File: src/rtl/hs_unit_pkg.sv
// Shared constants and helpers for the hs_unit elastic pipeline blocks.
package hs_unit_pkg;

    localparam int HS_UNIT_PIPE_MAX_DEPTH = 16;

    // Beats a pipe of the given depth can hold: main + skid per stage.
    function automatic int hs_unit_pipe_capacity(input int depth);
        return 2 * depth;
    endfunction

endpackage

File: src/rtl/hs_unit_regslice.sv
// One full-throughput skid-buffer stage with registered valid and ready.
// Optional synchronous flush when HS_UNIT_PIPE_FLUSH_EN is defined.
module hs_unit_regslice
    import hs_unit_pkg::*;
#(
    parameter type      DATA_TYPE   = logic,
    parameter DATA_TYPE RESET_VALUE = '0
) (
    input  logic     clk,
    input  logic     aresetn,
`ifdef HS_UNIT_PIPE_FLUSH_EN
    input  logic     flush,
`endif
    input  logic     in_valid,
    output logic     in_ready,
    input  DATA_TYPE in_data,
    output logic     out_valid,
    input  logic     out_ready,
    output DATA_TYPE out_data
);

    logic     mv, kv;
    DATA_TYPE md, kd;
    logic     flush_i;
    logic     acc, emit, main_free;

`ifdef HS_UNIT_PIPE_FLUSH_EN
    assign flush_i = flush;
`else
    assign flush_i = 1'b0;
`endif

    // Flush gates both handshakes so no beat moves on the clearing edge.
    assign in_ready  = !kv && !flush_i;
    assign out_valid = mv && !flush_i;
    assign out_data  = md;

    assign acc       = in_valid && in_ready;
    assign emit      = out_valid && out_ready;
    assign main_free = !mv || emit;

    always_ff @(posedge clk or negedge aresetn) begin
        if (!aresetn) begin
            mv <= 1'b0;
            kv <= 1'b0;
        end else if (flush_i) begin
            mv <= 1'b0;
            kv <= 1'b0;
        end else if (main_free) begin
            if (kv) begin
                mv <= 1'b1;
                kv <= 1'b0;
            end else begin
                mv <= acc;
            end
        end else if (acc) begin
            kv <= 1'b1;
        end
    end

    // Payload only moves on accept/shift, so idle cycles never disturb it.
    always_ff @(posedge clk or negedge aresetn) begin
        if (!aresetn) begin
            md <= RESET_VALUE;
            kd <= RESET_VALUE;
        end else if (!flush_i) begin
            if (main_free) begin
                if (kv)       md <= kd;
                else if (acc) md <= in_data;
            end else if (acc) begin
                kd <= in_data;
            end
        end
    end

endmodule

File: src/rtl/hs_unit_pipe.sv
// Elastic pipeline register: DEPTH cascaded hs_unit_regslice stages.
// Define HS_UNIT_PIPE_FLUSH_EN to add the synchronous flush port.
module hs_unit_pipe
    import hs_unit_pkg::*;
#(
    parameter type      DATA_TYPE   = logic,
    parameter DATA_TYPE RESET_VALUE = '0,
    parameter int       DEPTH       = 1
) (
    input  logic     clk,
    input  logic     aresetn,
`ifdef HS_UNIT_PIPE_FLUSH_EN
    input  logic     flush,
`endif
    input  logic     s_valid,
    output logic     s_ready,
    input  DATA_TYPE s_data,
    output logic     m_valid,
    input  logic     m_ready,
    output DATA_TYPE m_data
);

    if (DEPTH < 1 || DEPTH > HS_UNIT_PIPE_MAX_DEPTH) begin : g_bad_depth
        $error("hs_unit_pipe: DEPTH=%0d outside 1..%0d", DEPTH, HS_UNIT_PIPE_MAX_DEPTH);
    end

    // Link k sits between stage k-1 and stage k; link 0 is the upstream port.
    logic [DEPTH:0] vld, rdy;
    DATA_TYPE       dat [0:DEPTH];

    assign vld[0]     = s_valid;
    assign dat[0]     = s_data;
    assign s_ready    = rdy[0];
    assign m_valid    = vld[DEPTH];
    assign m_data     = dat[DEPTH];
    assign rdy[DEPTH] = m_ready;

    for (genvar i = 0; i < DEPTH; i++) begin : g_stage
        hs_unit_regslice #(
            .DATA_TYPE  (DATA_TYPE),
            .RESET_VALUE(RESET_VALUE)
        ) u_slice (
            .clk      (clk),
            .aresetn  (aresetn),
`ifdef HS_UNIT_PIPE_FLUSH_EN
            .flush    (flush),
`endif
            .in_valid (vld[i]),
            .in_ready (rdy[i]),
            .in_data  (dat[i]),
            .out_valid(vld[i+1]),
            .out_ready(rdy[i+1]),
            .out_data (dat[i+1])
        );
    end

endmodule

File: config.mk
export PLATFORM = sky130hd
export DESIGN_NAME = hs_unit_pipe
export DESIGN_NICKNAME = d
export VERILOG_FILES = /design/src/rtl/hs_unit_pkg.sv /design/src/rtl/hs_unit_regslice.sv /design/src/rtl/hs_unit_pipe.sv
export SDC_FILE = /design/constraint.sdc
export NUM_CORES = 1
export LEC_CHECK = 0
export CORE_AREA = 4 4 41 43
export CTS_BUF_LIST = sky130_fd_sc_hd__clkbuf_8
export CTS_CLUSTER_SIZE = 16
export DETAILED_ROUTE_END_ITERATION = 10
export DIE_AREA = 0 0 45 47
export PLACE_DENSITY_LB_ADDON = 0.2
export SETUP_SLACK_MARGIN = 0.3
export SLEW_MARGIN = 0
export SYNTH_ARGS = -nofsm -noshare
export SYNTH_HDL_FRONTEND = slang
export SYNTH_HIERARCHICAL = 1
export SYNTH_SLANG_ARGS = --single-unit
File: constraint.sdc
create_clock -name clk -period 1.5 [get_ports clk]
set_input_delay 0.3 -clock clk [delete_from_list [all_inputs] [get_ports clk]]
set_output_delay 0.3 -clock clk [all_outputs]
set_load 0.01 [all_outputs]
==> impl_metrics.ini, run 1 <==
[synth]
yosysWarnings = 6
ys_types = 11
synthCells = 16
yosysSeqAreaShare_pct = 53.7
syn-num-nets = 21
ys_ff_latch = 4
syn_area_per_cell_sq_um = 11.7
syn-cell-area_sq_um = 186

[timing]
fin_worst_skew_ns = 0.00438
rsz0062_at_grt = false
hold_viol = 0
worst_pin_slew_ns = 0.182
period_needed_ns = 1.17
finalMaxSlewViolations = 0
slew_headroom_pct = 87.8
fin_crit_sh_pct = 78.3
setup_viol = 0
setup_tns_ns = 0
fmax_mhz = 851

[floorplanning]
ios = 8
die_x_um = 45
die-area_sq_um = 2120
core_area_sq_um = 1300
num_rows = 13
initial_core_util_pct = 14.3
dieHeight_um = 47

[run]
drv_cap = 0

[power_and_ir_drop]
power.density_nw_per_um2 = 1290
power.total_uw = 441
net-switching-power_uw = 93.7
sw_frac_of_total_pct = 21.2
combPwrFrac_pct = 18.4
ir_drop_mv = 0.711
sequentialPowerShare_pct = 31.0
p_clk_share_pct = 50.6
leakage_nw = 0.160
cell_internal_pwr_uw = 347

[global_routing]
grt_start_max_net_pins = 6
met3_usage_pct = 6.13
gr-usage-met2_pct = 4.52
busiest_layer = met3
grt_pass1_vias = 156
grt_util_met1_pct = 5.52
grt_overflow = 0
grt_usage_pct = 5.15
grt_pass1_wl_um = 648
antenna_found_initial = 0

[cells_and_area]
final_area_sq_um = 343
nNetsFinal = 37
antenna_cells = 0
fillers = 142
final_cell_mix = dfrtp_1, buf_4, clkbuf_8
drive_above_1_share_pct = 40.0
synthToLayoutAreaGrowth_pct = 83.9
post-route-util_pct = 26.3

[place]
place.port_buffers = 7
gp_congestion = 0.717
postPlaceCellArea_sq_um = 290

[cts]
cts_root_buffer = clkbuf_8
numClockSinks = 4
clk_pin_slew_worst_paths_ns = 0.03
cts_inserted_buffers = 3
clk_latency_ns = 0.22
cts_buffer_depth = 2
cts_tree = yes
h-tree-depth = 1

[worst_setup_path]
worstPathMaxFanout = 5
critPathKind = flop to flop
cp-endpoint = g_stage[0].u_slice/kd
regToRegEndpoint = g_stage[0].u_slice/kd
end_kind = flop
worstPathRequired_ns = 1.59
startpoint = g_stage[0].u_slice/kv
r2r_slack_ns = 0.33
cp-start-kind = flop
r2r_start = g_stage[0].u_slice/kv
arrival_ns = 1.27
reg2regPathDepth = 3

[route]
dr_total_vias = 169
drt_iter0_markers = 3
ant_nets = 0
drc = 0
vias_per_cell = 3.76
routed_wl_um = 418
first_pass_iters = 2
wire_per_inst_um = 9.29

[min_path]
hold_path.class = primary input to async pin

[outcome]
outcome = finished, final reports clean
power groups by stage:
stage                     clock [mW]  sequential [mW]  combinational, mW
after floorplan                    0            0.141             0.0305
after global placement             0            0.139             0.0785
after detailed placement           0            0.139             0.0784
after CTS                      0.229            0.137             0.0780
after global routing           0.238            0.140             0.0893
final                          0.223            0.137             0.0812
registers in the layout, indices dropped and copies added (netlist names):
name	count
g_stage.u_slice/out_valid	1
g_stage.u_slice/out_data	1
g_stage.u_slice/kd	1
g_stage.u_slice/kv	1
cell type report:
| cell class | instances | area, sq um | area share, % |
|---|---|---|---|
| clock buffer | 3 | 41.3 | 12.0 |
| inverter | 1 | 3.75 | 1.09 |
| multi-input combinational | 11 | 86.3 | 25.2 |
| sequential | 4 | 100 | 29.2 |
| tap | 15 | 18.8 | 5.47 |
| timing repair buffer | 11 | 92.6 | 27.0 |
worst min path at each step:
stage	start	end	slack [ns]	cells past startpoint
2_1_floorplan	aresetn	g_stage[0].u_slice/kd	0.004	0
3_3_place_gp	g_stage[0].u_slice/kd	g_stage[0].u_slice/kd	0.50	1
3_5_place_dp	g_stage[0].u_slice/kd	g_stage[0].u_slice/out_data	0.50	2
4_1_cts	aresetn	g_stage[0].u_slice/out_valid	0.29	1
5_1_grt	aresetn	g_stage[0].u_slice/out_valid	0.30	1
6_report	aresetn	g_stage[0].u_slice/out_valid	0.29	1
synthesized netlist by cell type (all sizes together):
| cell type | instances | share of area, % |
|---|---|---|
| nand2b | 1 | 7.4 |
| dfrtp | 4 | 54 |
| inv | 1 | 2.0 |
| nor2b | 1 | 3.4 |
| o21ai | 1 | 2.7 |
| mux2 | 1 | 6.0 |
| and3b | 1 | 5.4 |
| a31oi | 2 | 6.7 |
| nor3b | 1 | 6.7 |
| nand2 | 1 | 2.0 |
| nor2 | 2 | 4.0 |
per-layer routing:
metal	routed length, um	share of wire (%)	vias up
met1	194	46	73
met3	71	17	2
met5	0	0	-
met2	145	35	10
li1	-	-	84
met4	6	1.4	0
critical path, stage by stage (launching register included):
cell     delay [ns]
dfrtp_1        0.40
buf_4          0.15
nor3b_2        0.19
mux2_4         0.31
kinds of logic after synthesis:
logic type	Yosys count	share of synthesized area (%)
AND/OR/NAND/NOR	7	28.9
buffers and inverters	1	2.01
flip-flops	4	53.7
multiplexers	1	6.04
AO/OA/AOI/OAI	3	9.39
per-stage QoR:
step | setup slack, ns | std cells | hold WS, ns
2_1_floorplan | 0.368 | 16 | 0.00441
3_3_place_gp | -0.00306 | 40 | 0.497
3_5_place_dp | -0.0111 | 40 | 0.496
4_1_cts | 0.243 | 44 | 0.286
5_1_grt | 0.297 | 45 | 0.298
6_report | 0.325 | 45 | 0.285
timing repair:
item,4_1_cts,5_1_grt
buffers inserted,1,1
endpoints found under the setup margin,4,3
pin swaps,1,0
cloned,0,0
hold buffers,0,0
resized for setup,6,4
Power figures use the tool's default switching activity.
==> run 2: changes to the inputs <==
Clock period 1.5 ns to 1 ns, I/O delays scaled along.
==> impl_metrics.ini, run 2 (synthesis gave the netlist of run 1 again) <==
[route]
dr_total_vias = 160
drt_iter0_markers = 3
routed_wl_um = 440
drc = 0
vias_per_cell = 3.64
wire_per_inst_um = 10.0
ant_nets = 0
first_pass_iters = 4

[timing]
worst_pin_slew_ns = 0.195
period_needed_ns = 1.10
fmax_mhz = 906
finalMaxSlewViolations = 0
slew_headroom_pct = 87.0
worst_slack_ns = -0.104
fin_worst_skew_ns = 0.00502
hold_slack_ns = 0.189
setup_viol = 1
rsz0062_at_grt = true
hold_viol = 0
fin_crit_sh_pct = 110

[cells_and_area]
fillers = 149
drive_above_1_share_pct = 44.8
nNetsFinal = 36
final_common_cell = dfrtp_1
final_cell_mix = dfrtp_1, clkbuf_8, clkdlybuf4s50_1
synthToLayoutAreaGrowth_pct = 83.9
antenna_cells = 0
post-route-util_pct = 26.3

[worst_setup_path]
worstPathRequired_ns = 1.10
crit_slowest_cell = dfrtp_1
critPathKind = flop to flop
crit_chain = buf_6, nor3b_4, mux2_4
arrival_ns = 1.20
worstPathMaxFanout = 4
cp-start-kind = flop
end_kind = flop
slowest_delay_ns = 0.37

[global_routing]
grt_usage_pct = 6.03
grt_start_max_net_pins = 5
grt_pass1_vias = 169
antenna_found_initial = 0
grt_pass1_wl_um = 731
grt_overflow = 0

[floorplanning]
dieHeight_um = 47
initial_core_util_pct = 14.3
die-area_sq_um = 2120
die_x_um = 45
core_area_sq_um = 1300
ios = 8
num_rows = 13

[cts]
h-tree-depth = 1
clk_pin_slew_worst_paths_ns = 0.03
cts_inserted_buffers = 3
hold_buffers = 0
cts_root_buffer = clkbuf_8
clk_latency_ns = 0.22
cts_tree = yes
numClockSinks = 4
cts_buffer_depth = 2

[outcome]
violations = negative setup slack
outcome = finished with violations

[power_and_ir_drop]
power.density_nw_per_um2 = 1960
power.total_uw = 670
ir_drop_mv = 0.996
leakage_nw = 0.157

[run]
drv_cap = 0

[min_path]
hold_path.class = primary input to async pin

[place]
gp_congestion = 0.620
place.port_buffers = 7
## run 2: cell count changes in the layout (fill, tap and decap cells not counted), moves of 2 or more
cell,change
buf_4,-2
buf_6,+2
buf_2,+2
clkdlybuf4s15_1,-2
## run 2: critical path: cells and delay by family, from the launching register on
family                 cells  cell delay (ns)
flip-flops                 1             0.37
multiplexers               1             0.31
AND/OR/NAND/NOR            1             0.18
buffers and inverters      1             0.13
## run 2: report_power, final
part	leakage [nW]	switching [mW]	total [mW]	internal, mW
sequential	0.0472	0.0173	0.206	0.189
combinational	0.0879	0.0486	0.125	0.0760
clock	0.0216	0.0833	0.340	0.257
total	0.157	0.149	0.670	0.521
## run 2: stage by stage
stage	std cells	worst slack [ns]	area [sq um]	setup TNS, ns
finish	44	-0.104	343	-0.104
global route	44	-0.126	343	-0.154
CTS	44	-0.112	337	-0.112
detailed placement	41	-0.383	302	-1.20
global placement	41	-0.385	302	-1.19
floorplan	16	-0.105	190	-0.105
## run 2: area by class of cell
class                   count  area [sq um]  share of cell area, %
flip-flops and latches      4           100                   29.2
multi-input cells          11          92.6                   27.0
repair buffers             10          86.3                   25.2
clock buffers               3          41.3                   12.0
well taps                  15          18.8                   5.47
inverters                   1          3.75                   1.09
## run 2: repair_timing
| action | 4_1_cts | 5_1_grt |
|---|---|---|
| endpoints found under the setup margin | 7 | 7 |
| pin swaps | 1 | 0 |
| setup buffers | 0 | 0 |
| resized for setup | 15 | 1 |
| gates cloned | 0 | 0 |
## run 2: worst paths after layout
check	depth (start not counted)	from	slack, ns	end
worst min-delay path	1	aresetn	0.19	g_stage[0].u_slice/out_data
max in group asynchronous	1	aresetn	0.63	g_stage[0].u_slice/kv
worst max register to register	3	g_stage[0].u_slice/kv	-0.10	g_stage[0].u_slice/kd
worst min register to register	1	g_stage[0].u_slice/kd	0.52	g_stage[0].u_slice/kd
min in group clk	1	g_stage[0].u_slice/kd	0.52	g_stage[0].u_slice/kd
worst max-delay path	3	g_stage[0].u_slice/kv	-0.10	g_stage[0].u_slice/kd
## run 2: per-layer routing
| metal | vias to the layer above | track usage [%] | wire length (um) |
|---|---|---|---|
| li1 | 81 | - | - |
| met1 | 72 | 6.44 | 198 |
| met5 | - | 0 | 0 |
| met2 | 7 | 5.65 | 175 |
| met3 | 0 | 7.28 | 67 |
| met4 | 0 | 5.26 | 0 |
